[src/rtl/stall_pkg.sv]
`default_nettype none
// ============================================================================
//  Module      : stall_pkg
//  Description : Shared defaults and helpers for the slot arbiter block.
//                Holds the default requester count and data width, plus the
//                index-width function used to size requester/pointer fields.
//  Revision    : 1.0 - initial release
// ============================================================================
package stall_pkg;

   localparam int c_N_REQ_DEF  = 4;
   localparam int c_DATA_W_DEF = 32;

   // Width needed to hold an index in [0, n-1]; never narrower than 1 bit.
   function automatic int idx_w(input int n);
      return (n > 1) ? $clog2(n) : 1;
   endfunction

endpackage
`default_nettype wire

[src/rtl/arb_out_fifo.sv]
`default_nettype none
// ============================================================================
//  Module      : arb_out_fifo
//  Description : Small synchronous FIFO holding granted words (data + source
//                index) until downstream accepts them. Head word is presented
//                combinationally from storage, so it holds still while no pop
//                occurs.
//  Ports       : clk   - clock, rising edge
//                rst   - synchronous active-high reset (clears storage too)
//                flush - synchronous clear of occupancy
//                push  - write din at tail
//                pop   - remove head word
//                din   - word to write
//                dout  - head word
//                count - current occupancy
//  Revision    : 1.0 - initial release
// ============================================================================
module arb_out_fifo
   import stall_pkg::*;
#(
   parameter int WIDTH = 34,
   parameter int DEPTH = 4,
   parameter int CNT_W = $clog2(DEPTH + 1)
) (
   input  logic             clk,
   input  logic             rst,
   input  logic             flush,
   input  logic             push,
   input  logic             pop,
   input  logic [WIDTH-1:0] din,
   output logic [WIDTH-1:0] dout,
   output logic [CNT_W-1:0] count
);

   localparam int                 c_PTR_W    = idx_w(DEPTH);
   localparam logic [c_PTR_W-1:0] c_PTR_LAST = c_PTR_W'(DEPTH - 1);
   localparam logic [c_PTR_W-1:0] c_PTR_ONE  = c_PTR_W'(1);
   localparam logic [CNT_W-1:0]   c_CNT_FULL = CNT_W'(DEPTH);
   localparam logic [CNT_W-1:0]   c_CNT_ONE  = CNT_W'(1);

   logic [WIDTH-1:0]   r_mem [DEPTH];
   logic [c_PTR_W-1:0] r_wr_ptr;
   logic [c_PTR_W-1:0] r_rd_ptr;
   logic [CNT_W-1:0]   r_count;

   logic w_full;
   logic w_empty;
   logic w_do_push;
   logic w_do_pop;

   // Explicit wrap so DEPTH need not be a power of two.
   function automatic logic [c_PTR_W-1:0] ptr_inc(input logic [c_PTR_W-1:0] p);
      return (p == c_PTR_LAST) ? '0 : p + c_PTR_ONE;
   endfunction

   assign w_full    = (r_count == c_CNT_FULL);
   assign w_empty   = (r_count == '0);
   // A push at full is dropped rather than corrupting the head entry.
   assign w_do_push = push && !w_full;
   assign w_do_pop  = pop && !w_empty;

   always_ff @(posedge clk) begin
      if (rst) begin
         for (int i = 0; i < DEPTH; i++) begin
            r_mem[i] <= '0;
         end
         r_wr_ptr <= '0;
         r_rd_ptr <= '0;
         r_count  <= '0;
      end else if (flush) begin
         r_wr_ptr <= '0;
         r_rd_ptr <= '0;
         r_count  <= '0;
      end else begin
         if (w_do_push) begin
            r_mem[r_wr_ptr] <= din;
            r_wr_ptr        <= ptr_inc(r_wr_ptr);
         end
         if (w_do_pop) begin
            r_rd_ptr <= ptr_inc(r_rd_ptr);
         end
         case ({w_do_push, w_do_pop})
            2'b10:   r_count <= r_count + c_CNT_ONE;
            2'b01:   r_count <= r_count - c_CNT_ONE;
            default: r_count <= r_count;
         endcase
      end
   end

   assign dout  = r_mem[r_rd_ptr];
   assign count = r_count;

   // The arbiter throttles grants so occupancy never exceeds 3; a push at
   // full indicates a broken throttle.
   a_no_overflow: assert property (@(posedge clk) disable iff (rst) !(push && w_full));

endmodule
`default_nettype wire

[src/rtl/slot_arbiter.sv]
`default_nettype none
// ============================================================================
//  Module      : slot_arbiter
//  Description : Round-robin arbiter with burst limit feeding an output FIFO.
//                A grant issued in cycle t opens a data phase in cycle t+1;
//                the granted requester's word (if valid) is queued with its
//                source index. Grants are throttled on FIFO occupancy so the
//                FIFO never overflows even while downstream stalls.
//  Ports       : clk       - clock, rising edge
//                reset     - synchronous active-high reset
//                flush     - synchronous pipeline flush
//                req       - per-requester request
//                in_data   - per-requester word, k at [k*DATA_W +: DATA_W]
//                in_valid  - per-requester data-phase valid
//                stall     - downstream not accepting this cycle
//                grant     - registered one-hot-or-zero grant
//                out_data  - FIFO head word
//                out_valid - FIFO non-empty
//                out_src   - requester index of head word
//  Revision    : 1.0 - initial release
// ============================================================================
module slot_arbiter
   import stall_pkg::*;
#(
   parameter int N_REQ      = c_N_REQ_DEF,
   parameter int DATA_W     = c_DATA_W_DEF,
   parameter int BURST_MAX  = 4,
   parameter int FIFO_DEPTH = 4
) (
   input  logic                      clk,
   input  logic                      reset,
   input  logic                      flush,
   input  logic [N_REQ-1:0]          req,
   input  logic [N_REQ*DATA_W-1:0]   in_data,
   input  logic [N_REQ-1:0]          in_valid,
   input  logic                      stall,
   output logic [N_REQ-1:0]          grant,
   output logic [DATA_W-1:0]         out_data,
   output logic                      out_valid,
   output logic [idx_w(N_REQ)-1:0]   out_src
);

   localparam int                   c_SRC_W     = idx_w(N_REQ);
   localparam int                   c_BURST_W   = $clog2(BURST_MAX + 1);
   localparam int                   c_CNT_W     = $clog2(FIFO_DEPTH + 1);
   localparam int                   c_FIFO_W    = DATA_W + c_SRC_W;
   localparam logic [c_SRC_W-1:0]   c_LAST_INIT = c_SRC_W'(N_REQ - 1);
   localparam logic [c_BURST_W-1:0] c_BURST_MAX = c_BURST_W'(BURST_MAX);
   localparam logic [c_BURST_W-1:0] c_BURST_ONE = c_BURST_W'(1);
   localparam logic [c_CNT_W:0]     c_CNT_LIMIT = (c_CNT_W + 1)'(1);

   // Arbitration state
   logic [N_REQ-1:0]     r_grant;      // grant presented this cycle
   logic [N_REQ-1:0]     r_grant_d;    // grant of the previous cycle: data phase owner
   logic [c_SRC_W-1:0]   r_last;       // last granted requester
   logic [c_BURST_W-1:0] r_burst;      // consecutive grants held by r_last; 0 = no holder

   // Data phase
   logic                 w_push;
   logic [c_SRC_W-1:0]   w_push_src;
   logic [DATA_W-1:0]    w_push_data;
   logic                 w_pop;

   // FIFO
   logic [c_FIFO_W-1:0]  w_fifo_dout;
   logic [c_CNT_W-1:0]   w_count;
   logic [c_CNT_W:0]     w_cnt_after;
   logic                 w_eligible;

   // Selection
   logic [N_REQ-1:0]     w_last_oh;
   logic                 w_others;
   logic                 w_keep;
   logic                 w_rr_found;
   logic [c_SRC_W-1:0]   w_rr_idx;
   logic                 w_win_valid;
   logic [c_SRC_W-1:0]   w_win_idx;
   logic [N_REQ-1:0]     w_win_oh;

   // ------------------------------------------------------------------------
   // Data phase: only the requester granted last cycle is listened to.
   // r_grant_d is cleared by reset/flush, which drops the word belonging to a
   // grant that was in flight when the pipeline was cleared.
   // ------------------------------------------------------------------------
   always_comb begin
      w_push      = 1'b0;
      w_push_src  = '0;
      w_push_data = '0;
      for (int k = 0; k < N_REQ; k++) begin
         if (r_grant_d[k]) begin
            w_push      = in_valid[k];
            w_push_src  = c_SRC_W'(k);
            w_push_data = in_data[k*DATA_W +: DATA_W];
         end
      end
   end

   assign out_valid = (w_count != '0);
   assign w_pop     = out_valid && !stall;

   // Occupancy after this cycle's push/pop; a new grant is issued only when
   // this is at most 1, so one grant in flight plus one data phase can land
   // during a stall without exceeding 3 entries.
   assign w_cnt_after = {1'b0, w_count}
                      + {{c_CNT_W{1'b0}}, w_push}
                      - {{c_CNT_W{1'b0}}, w_pop};
   assign w_eligible  = !stall && !flush && (w_cnt_after <= c_CNT_LIMIT);

   // ------------------------------------------------------------------------
   // Selection
   // ------------------------------------------------------------------------
   always_comb begin
      w_last_oh         = '0;
      w_last_oh[r_last] = 1'b1;
   end

   assign w_others = |(req & ~w_last_oh);

   // The holder keeps the grant until it has BURST_MAX consecutive grants
   // while someone else waits; a sole requester is never cut off.
   assign w_keep = (r_burst != '0) && req[r_last] &&
                   ((r_burst < c_BURST_MAX) || !w_others);

   // Search starts one past the last grantee; the index sum is r_last-wide so
   // it wraps naturally (N_REQ is a power of two), and i == N_REQ lands back
   // on r_last itself as the lowest-priority candidate.
   always_comb begin
      w_rr_found = 1'b0;
      w_rr_idx   = '0;
      for (int i = 1; i <= N_REQ; i++) begin
         if (!w_rr_found && req[r_last + c_SRC_W'(i)]) begin
            w_rr_found = 1'b1;
            w_rr_idx   = r_last + c_SRC_W'(i);
         end
      end
   end

   assign w_win_valid = w_keep || w_rr_found;
   assign w_win_idx   = w_keep ? r_last : w_rr_idx;

   always_comb begin
      w_win_oh            = '0;
      w_win_oh[w_win_idx] = 1'b1;
   end

   always_ff @(posedge clk) begin
      if (reset || flush) begin
         r_grant   <= '0;
         r_grant_d <= '0;
         r_last    <= c_LAST_INIT;
         r_burst   <= '0;
      end else begin
         r_grant_d <= r_grant;
         if (w_eligible && w_win_valid) begin
            r_grant <= w_win_oh;
            r_last  <= w_win_idx;
            if (w_keep) begin
               if (r_burst != c_BURST_MAX) begin
                  r_burst <= r_burst + c_BURST_ONE;
               end
            end else begin
               r_burst <= c_BURST_ONE;
            end
         end else begin
            r_grant <= '0;
            // Throttled cycles do not end a burst, but dropping req does.
            if (!req[r_last]) begin
               r_burst <= '0;
            end
         end
      end
   end

   assign grant = r_grant;

   // ------------------------------------------------------------------------
   // Output FIFO
   // ------------------------------------------------------------------------
   arb_out_fifo #(
      .WIDTH (c_FIFO_W),
      .DEPTH (FIFO_DEPTH),
      .CNT_W (c_CNT_W)
   ) u_fifo (
      .clk   (clk),
      .rst   (reset),
      .flush (flush),
      .push  (w_push),
      .pop   (w_pop),
      .din   ({w_push_src, w_push_data}),
      .dout  (w_fifo_dout),
      .count (w_count)
   );

   assign out_data = w_fifo_dout[DATA_W-1:0];
   assign out_src  = w_fifo_dout[c_FIFO_W-1:DATA_W];

endmodule
`default_nettype wire
[config.mk]
export PLATFORM = sky130hd
export DESIGN_NAME = slot_arbiter
export DESIGN_NICKNAME = d
export VERILOG_FILES = /design/src/rtl/stall_pkg.sv /design/src/rtl/arb_out_fifo.sv /design/src/rtl/slot_arbiter.sv
export SDC_FILE = /design/constraint.sdc
export NUM_CORES = 1
export LEC_CHECK = 0
export ABC_AREA = 1
export CAP_MARGIN = 40
export CORE_MARGIN = 8
export CORE_UTILIZATION = 50
export DETAILED_ROUTE_END_ITERATION = 10
export GPL_TIMING_DRIVEN = 0
export PLACE_DENSITY = 0.9
export RECOVER_POWER = 100
export SETUP_SLACK_MARGIN = 0.5
export SLEW_MARGIN = 20
export SYNTH_ARGS = -nofsm -noshare
export SYNTH_HDL_FRONTEND = slang
export SYNTH_HIERARCHICAL = 1
export SYNTH_SLANG_ARGS = --single-unit
[constraint.sdc]
create_clock -name clk -period 14.1 [get_ports clk]
set_clock_uncertainty 0.2 [all_clocks]
set_input_delay 2.82 -clock clk [delete_from_list [all_inputs] [get_ports clk]]
set_output_delay 2.82 -clock clk [all_outputs]
set_load 0.01 [all_outputs]
==> results.json, run 1 <==
{
  "status": "complete, but fails checks",
  "violations": "max-capacitance violations, max-slew violations",
  "cts_repair_resize_count": 0,
  "ys_warn_count": 6,
  "postCtsSetupBuffers": 0,
  "synth_top_family_by_area": "simple AND/OR/NAND/NOR gates",
  "dp_cells": 1347,
  "ys_types": 35,
  "synth_cells": 945,
  "max_stage_delay_ns": 1.76,
  "wirelength_um": 27200,
  "synth_compound_area_frac": 0.124,
  "rsz0062_at_grt": "false",
  "avgSynthCellArea_um2": 8.85,
  "finalMaxSlewViolations": 69,
  "synth-seq-area-share": 0.541,
  "peakVddDrop_mv": 0.0926,
  "r2r-end": "u_fifo/r_mem[0][11]",
  "holdCritStartpoint": "grant[3]",
  "cp-end-kind": "register",
  "holdPathEnd": "r_grant_d[3]",
  "drcViolationCount": 0,
  "path_max_fanout": 21,
  "antenna_found_initial": 1,
  "worst-r2r-setup-slack_ns": 8.42,
  "ys_seq_elements": 158,
  "grt_pass1_vias": 7917,
  "path_clk_slew_ns": 0.06,
  "syn_area_um2": 8360,
  "synth_edf_count": 136,
  "drt_first_pass_iters": 5,
  "grt_first_pass_wirelength_um": 42100,
  "finalPower_mw": 1.04,
  "synthSimpleGateAreaFrac": 0.234,
  "drive_gt1_frac": 0.0613,
  "nets": 1301,
  "critical-path-slowest-cell": "o21ai_0",
  "grt_util_all_layers": 0.252,
  "numCtsBuffers": 17,
  "rr_startpoint": "r_grant_d[1]",
  "critPathLaunchType": "input port",
  "cp_cell_sequence": "dlygate4sd3_1 -> a22oi_1 -> a21oi_1 -> nand4_1 -> o21ai_0 -> clkbuf_1",
  "worstPathArrival_ns": 7.16,
  "critical_path_required_ns": 13.93,
  "path_buf_inv": 2,
  "muxShareOfSynthArea": 0,
  "hold_class": "register to register",
  "cts-htree-levels": 4,
  "cts_tree": "yes",
  "start_util": 0.508,
  "port_buffers": 178,
  "area_growth_pct": 29.9,
  "synth_ff_type": "edfxtp_1",
  "insertion_delay_ns": 0.42,
  "period_share": 0.520,
  "avgRoutedWirePerCell_um": 19.8,
  "cts.path.max_buffers": 2,
  "fmax_mhz": 136,
  "rows": 47,
  "cts_hold_buf": 0,
  "min_path_cells": 2,
  "hpwlAfterDp_um": 19300,
  "crit_cells": 6,
  "fin_tns_setup_ns": 0,
  "reg2regPathDepth": 7,
  "grt_max_degree": 29,
  "vias": 7974,
  "ios": 179,
  "cap_violations": 3,
  "powerDensity_nw_per_um2": 96.1,
  "tightestPinTransition_ns": 2.12,
  "cts_root_buffer": "clkbuf_16",
  "place_congestion": 0.920,
  "synth_nets": 1100,
  "die-width_um": 145,
  "power_leakage_nw": 3.96,
  "drt_iter0_markers": 1073,
  "die_h_um": 145,
  "finalHoldViolations": 0,
  "crit_family": "compound AO/OA/AOI/OAI gates",
  "synthArstFlopShare": 0,
  "synth_xor_area_frac": 0.00105,
  "grt-ovfl-total": 0,
  "core-area_um2": 16500,
  "finalCriticalPeriod_ns": 7.33,
  "clock-sinks": 158,
  "synth_fa_ha_area_frac": 0.0242,
  "criticalPathCategory": "input port to register",
  "fillers": 1279,
  "setup_viol": 0,
  "dieArea_um2": 21100,
  "finalNonFillerCells": 1379,
  "slew_headroom": -0.430,
  "vias_per_cell": 5.78,
  "antenna_left": 0
}
-- sequential cells by signal (all words and copies together) (netlist names), named ones only --
register,count
u_fifo/count,3
u_fifo/r_mem,136
grant,4
r_grant_d,4
r_burst,3
r_last,2
u_fifo/r_rd_ptr,2
u_fifo/r_wr_ptr,2
-- stage by stage --
step | instance area, um2 | worst slack [ns] | utilization | hold slack (ns)
floorplan | 8360 | 7.59 | - | 0.253
global placement | 10400 | 5.44 | 0.633 | 0.216
detailed placement | 10500 | 8.29 | 0.640 | 0.219
CTS | 11100 | 8.48 | 0.673 | 0.233
global route | 10900 | 6.59 | 0.660 | 0.253
finish | 10900 | 6.77 | 0.660 | 0.229
-- layer usage --
layer  global-route usage  vias to the layer above  part of all wire
met5                    0                        -                 0
li1                     -                     3644                 -
met3               0.0616                       78              0.10
met1                0.299                     3708              0.38
met2                0.425                      544              0.48
met4                0.117                        0             0.037
-- how the worst max path moves through the flow --
stage,startpoint,endpoint,slack [ns]
finish,in_valid[1],u_fifo/r_mem[0][11],6.77
global route,in_valid[1],u_fifo/r_mem[0][15],6.59
CTS,register,out_src[1],8.48
detailed placement,in_valid[1],u_fifo/r_mem[2][20],8.29
global placement,in_valid[1],u_fifo/r_mem[0][20],5.44
floorplan,in_valid[1],u_fifo/r_mem[0][0],7.59
-- placed cells by master, fill, tap and decap left out, types with 25 or more instances in the layout --
cell type,n
clkbuf_1,53
clkdlybuf4s50_1,140
dlygate4sd3_1,38
edfxtp_1,136
inv_1,79
nand2_1,137
nand3_1,43
nor2_1,206
nor3_1,34
o2111ai_1,25
o21ai_0,85
o22ai_1,35
-- layout make-up --
cell class	count	area, um2	share of cell area
antenna	1	2.50	0.000230
sequential	158	4520	0.417
multi-input combinational	643	3150	0.290
inverter	85	327	0.0301
buffer	59	241	0.0222
tap	220	275	0.0253
clock buffer	18	429	0.0395
timing repair buffer	182	1800	0.165
clock inverter	13	119	0.0109
-- power by group --
| group | internal [mW] | switching (mW) |
|---|---|---|
| logic | 0.0494 | 0.0434 |
| clock network | 0.242 | 0.184 |
| registers | 0.521 | 0.00467 |
| total | 0.812 | 0.232 |
-- Yosys cell counts (2+ instances only) --
cell type / count / area (um2)
a21oi_1: 15 / 75.1
dfxtp_1: 22 / 440
nand3_2: 2 / 20.0
nand2_1: 135 / 507
nand4_4: 2 / 42.5
a22oi_1: 8 / 60.1
edfxtp_1: 136 / 4080
fa_1: 2 / 40.0
ha_1: 13 / 163
buf_6: 7 / 78.8
nor3_1: 34 / 170
nand4_1: 7 / 43.8
nor2_1: 204 / 766
o2111ai_1: 25 / 219
nor2_2: 8 / 50.1
inv_1: 79 / 297
inv_2: 5 / 18.8
o22ai_1: 35 / 219
clkbuf_1: 32 / 120
nand2_2: 15 / 93.8
nand3_1: 43 / 215
buf_2: 19 / 95.1
o21ai_0: 85 / 425
-- cell families after synthesis --
family,count (synthesis)
and+or+nand+nor,455
buffers and inverters,144
DFF,158
AOI/OAI and AO/OA,172
xor gates and xnor gates,1
adders and majority gates,15
-- worst min-delay path: cells and delay by family, from the launching register on --
family                 cells  cell delay, ns
buffers and inverters      1            0.05
DFF                        1            0.31
and+or+nand+nor            1            0.03
Note: power is estimated with default switching activity, not from simulation.
==> run 2, diff against run 1 <==
==> constraint.sdc (replaced) <==
create_clock -name clk -period 6.86 [get_ports clk]
set_clock_uncertainty 0.2 [all_clocks]
set_input_delay 1.372 -clock clk [delete_from_list [all_inputs] [get_ports clk]]
set_output_delay 1.372 -clock clk [all_outputs]
set_load 0.01 [all_outputs]
==> run 2 against run 1 <==
The run still ends with max-capacitance violations, max-slew violations left. Sequential power rose by 110%. Critical endpoint unchanged. Cell count did not move. Combinational power increased by 110%. Non-clock buffer count stayed put. Power up 110%. Setup slack lost 5.1 ns. Clock-buffer cell count stayed put.
==> results.json, run 2 (synthesis results as in run 1) <==
{
  "critPathLaunchType": "input port",
  "cts-htree-levels": 4,
  "antenna_left": 0,
  "final_cell_mix": "nor2_1 (206), clkdlybuf4s50_1 (140), nand2_1 (137)",
  "critical_path_required_ns": 6.78,
  "finalHoldViolations": 0,
  "regMostFlops": "u_fifo/r_mem",
  "fin_tns_setup_ns": 0,
  "cts_tree": "yes",
  "hpwlAfterDp_um": 19300,
  "hold_class": "register to register",
  "fmax_mhz": 192,
  "drt_iter0_markers": 962,
  "area_growth_pct": 30.7,
  "r2r-end": "u_fifo/r_mem[0][11]",
  "holdCritStartpoint": "grant[3]",
  "grt_pass1_vias": 7917,
  "cap_violations": 2,
  "finalCriticalPeriod_ns": 5.20,
  "place_area_um2": 10500,
  "stdcell_area_um2": 10900,
  "die-width_um": 145,
  "start_util": 0.508,
  "drive_gt1_frac": 0.0639,
  "postCtsSetupBuffers": 0,
  "powerDensity_nw_per_um2": 196,
  "ios": 179,
  "fin_ws_ns": 1.66,
  "drt_first_pass_iters": 8,
  "violations": "max-capacitance violations, max-slew violations",
  "criticalPathCategory": "input port to register",
  "dieArea_um2": 21100,
  "path_max_fanout": 21,
  "peakVddDrop_mv": 0.190,
  "largest_register_ffs": 136,
  "die_h_um": 145,
  "worstPathArrival_ns": 5.12,
  "cts_repair_resize_count": 0,
  "final_common_cell": "nor2_1",
  "finalMaxSlewViolations": 39,
  "place_congestion": 0.920,
  "drcViolationCount": 0,
  "rows": 47,
  "vias": 7975,
  "vias_per_cell": 5.78,
  "cts_hold_buf": 0,
  "core-area_um2": 16500,
  "cts_root_buffer": "clkbuf_16",
  "holdPathEnd": "r_grant_d[3]",
  "numCtsBuffers": 17,
  "grt_first_pass_wirelength_um": 42100,
  "slew_headroom": -0.627,
  "status": "complete, but fails checks",
  "path_clk_slew_ns": 0.06,
  "worst-r2r-setup-slack_ns": 1.83,
  "antenna_found_initial": 1,
  "setup_viol": 0,
  "rsz0062_at_grt": "false",
  "avgRoutedWirePerCell_um": 19.7,
  "grt_max_degree": 29,
  "cts.path.max_buffers": 2,
  "period_share": 0.758,
  "grt_util_all_layers": 0.252,
  "reg2regPathDepth": 7,
  "nets": 1301,
  "grt-ovfl-total": 0,
  "clock-sinks": 158,
  "tightestPinTransition_ns": 2.42,
  "wirelength_um": 27200,
  "min_path_cells": 2,
  "power_leakage_nw": 3.99,
  "insertion_delay_ns": 0.42,
  "rr_startpoint": "r_grant_d[1]",
  "cp-end-kind": "register",
  "dpl_worst_slack_ns": 2.49,
  "port_buffers": 178
}
==> run 2: worst max path at each step <==
stage           startpoint                  end  slack [ns]  depth (start not counted)
5_1_grt        in_valid[1]  u_fifo/r_mem[0][28]        1.50                          6
6_report       in_valid[1]  u_fifo/r_mem[0][11]        1.66                          6
3_3_place_gp   in_valid[1]  u_fifo/r_mem[0][20]       -0.35                          5
3_5_place_dp   in_valid[1]  u_fifo/r_mem[2][20]        2.49                          9
4_1_cts           register           out_src[1]        2.69                          6
2_1_floorplan  in_valid[1]   u_fifo/r_mem[0][0]        1.79                          4
==> run 2: final cells by class <==
class / instances / area (um2)
plain buffers: 59 / 241
flip-flops and latches: 158 / 4520
repair buffers: 182 / 1860
fillers: 1270 / 5540
clock inverters: 13 / 119
multi-input cells: 643 / 3150
well taps: 220 / 275
clock buffers: 18 / 429
inverters: 85 / 327
diodes: 1 / 2.50
==> run 2: critical path: stages <==
cell	delay, ns
dlygate4sd3_1	0.52
a22oi_1	0.08
a21oi_1	0.42
nand4_1	0.49
o21ai_0	1.98
buf_16	0.24
==> run 2: power breakdown <==
part / internal [mW] / switching [mW] / total, mW
clock: 0.497 / 0.375 / 0.872
combinational: 0.106 / 0.0899 / 0.196
sequential: 1.07 / 0.00962 / 1.08
total: 1.67 / 0.475 / 2.15
==> run 2: stage by stage <==
| stage | power [mW] | utilization | hold slack, ns | std cells |
|---|---|---|---|---|
| 6_report | 2.15 | 0.664 | 0.228 | 1379 |
| 5_1_grt | 2.21 | 0.664 | 0.253 | 1379 |
| 2_1_floorplan | 1.17 | - | 0.253 | 945 |
| 4_1_cts | 2.16 | 0.673 | 0.233 | 1378 |
| 3_3_place_gp | 1.29 | 0.633 | 0.216 | 1343 |
| 3_5_place_dp | 1.30 | 0.640 | 0.219 | 1347 |
==> run 2: per-layer routing <==
metal	share of wire	vias up	GRT usage
li1	-	3644	-
met5	0	-	0
met2	0.49	554	0.425
met4	0.036	0	0.117
met1	0.37	3707	0.299
met3	0.10	70	0.0616
==> run 3, diff against run 2 <==
==> constraint.sdc (replaced) <==
create_clock -name clk -period 4.8 [get_ports clk]
set_clock_uncertainty 0.2 [all_clocks]
set_input_delay 0.96 -clock clk [delete_from_list [all_inputs] [get_ports clk]]
set_output_delay 0.96 -clock clk [all_outputs]
set_load 0.01 [all_outputs]
==> run 3 against run 2 <==
Clock power rose by 54%. Combinational power up 45%. Cell area is 0.81% higher. The run now ends clean. Sequential power is 43% higher. Non-clock buffer count rose by 1. Largest power group unchanged. Die area stayed put. Power increased by 48%. Clock-buffer cell count rose by 1. Critical path type is now register to output pin. Critical endpoint is now out_data[21]. Critical path depth up 1.
==> results.json, run 3 (synthesis results as in run 1) <==
{
  "cap_violations": 0,
  "min_path_cells": 2,
  "grt_pass1_vias": 8098,
  "hold_class": "register to register",
  "grt_first_pass_wirelength_um": 43600,
  "period_share": 0.881,
  "drt_first_pass_iters": 8,
  "worstPathArrival_ns": 3.07,
  "grt_util_all_layers": 0.264,
  "drt_iter0_markers": 1102,
  "seqCellArea_um2": 4520,
  "critical_path_required_ns": 3.64,
  "rr_startpoint": "r_grant_d[3]",
  "cts_repair_resize_count": 0,
  "finalMaxSlewViolations": 0,
  "cts_hold_buf": 0,
  "nets": 1302,
  "rows": 47,
  "n_antenna_cell": 0,
  "holdPathEnd": "r_grant_d[3]",
  "power_leakage_nw": 4.04,
  "fillers": 1260,
  "reg2regPathDepth": 11,
  "hpwlAfterDp_um": 19800,
  "drcViolationCount": 0,
  "numCtsBuffers": 17,
  "path_clk_slew_ns": 0.06,
  "vias_per_cell": 5.84,
  "final_cell_mix": "nor2_1 (207), clkdlybuf4s50_1 (141), edfxtp_1 (136)",
  "dieArea_um2": 21100,
  "multiInputGateArea_um2": 3190,
  "ios": 179,
  "regMostFlops": "u_fifo/r_mem",
  "cts_root_buffer": "clkbuf_16",
  "area_growth_pct": 31.7,
  "die-width_um": 145,
  "avgRoutedWirePerCell_um": 20.8,
  "holdCritStartpoint": "grant[3]",
  "clock-sinks": 158,
  "finalPower_mw": 3.17,
  "setup_viol": 0,
  "drive_gt1_frac": 0.0681,
  "antenna_found_initial": 0,
  "die_h_um": 145,
  "port_buffers": 178,
  "antenna_left": 0,
  "insertion_delay_ns": 0.42,
  "vias": 8056,
  "tightestPinTransition_ns": 0.839,
  "start_util": 0.508,
  "postCtsSetupBuffers": 0,
  "finalCriticalPeriod_ns": 4.23,
  "fmax_mhz": 237,
  "critPathLaunchType": "register",
  "finalHoldViolations": 0,
  "final_core_utilization": 0.669,
  "criticalPathCategory": "register to output pin",
  "path_max_fanout": 10,
  "wirelength_um": 28700,
  "core-area_um2": 16500,
  "cts.path.max_buffers": 2,
  "largest_register_ffs": 136,
  "cp-end-kind": "output pin",
  "final_common_cell": "nor2_1",
  "grt-ovfl-total": 0,
  "cts-htree-levels": 4,
  "grt_max_degree": 29,
  "worst-r2r-setup-slack_ns": 0.63,
  "status": "complete, no violations",
  "cts_tree": "yes",
  "place_congestion": 0.920,
  "r2r-end": "u_fifo/r_mem[2][8]",
  "slew_headroom": 0.441,
  "powerDensity_nw_per_um2": 288,
  "peakVddDrop_mv": 0.269,
  "rsz0062_at_grt": "false"
}
[run 3: cell types whose count changed in the layout (fill, tap and decap cells not counted), sizes merged]
cell / change
clkinvlp: -5
clkinv: +4
buf: +2
bufinv: +2
clkdlybuf4s50: +1
diode: -1
dlygate4sd3: -1
inv: -1
[run 3: worst max-delay path by stage]
stage / slack [ns] / startpoint / endpoint / depth (start not counted)
finish: 0.57 / register / out_data[21] / 7
global route: 0.50 / r_grant_d[3] / u_fifo/r_mem[2][10] / 11
CTS: 1.01 / r_grant_d[1] / u_fifo/r_mem[1][14] / 10
detailed placement: 0.90 / in_valid[2] / u_fifo/r_mem[1][5] / 9
global placement: -0.56 / in_valid[2] / u_fifo/r_mem[0][19] / 5
floorplan: 1.07 / in_valid[1] / u_fifo/r_mem[0][0] / 4
[run 3: per-stage QoR]
step | setup WS [ns] | cell area [um2] | TNS, ns | instances | hold slack [ns]
2_1_floorplan | 1.07 | 8360 | 0 | 945 | 0.253
3_3_place_gp | -0.565 | 10400 | -19.12 | 1343 | 0.213
3_5_place_dp | 0.900 | 10500 | 0 | 1347 | 0.218
4_1_cts | 1.01 | 11100 | 0 | 1379 | 0.229
5_1_grt | 0.500 | 11000 | 0 | 1380 | 0.240
6_report | 0.573 | 11000 | 0 | 1380 | 0.223
[run 3: cell type report]
type,count,share of cell area
buffer,59,0.0226
clock buffer,19,0.0393
clock inverter,13,0.0133
inverter,85,0.0296
multi-input combinational,643,0.290
sequential,158,0.411
tap,220,0.0250
timing repair buffer,183,0.170
[run 3: layer usage]
metal,track usage,part of all wire
met5,0,0
met4,0.151,0.044
met3,0.0687,0.12
met2,0.440,0.47
met1,0.303,0.36
[run 3: report_power, final]
| part | switching (mW) | internal [mW] |
|---|---|---|
| sequential | 0.0141 | 1.53 |
| combinational | 0.132 | 0.152 |
| clock | 0.531 | 0.810 |
[run 3: critical path: stages, from the launching register on]
cell           delay, ns
dfxtp_1             0.30
clkbuf_1            0.16
inv_1               0.17
clkbuf_1            0.47
clkbuf_1            0.50
nor2_1              0.08
o22ai_1             0.28
dlygate4sd3_1       0.67
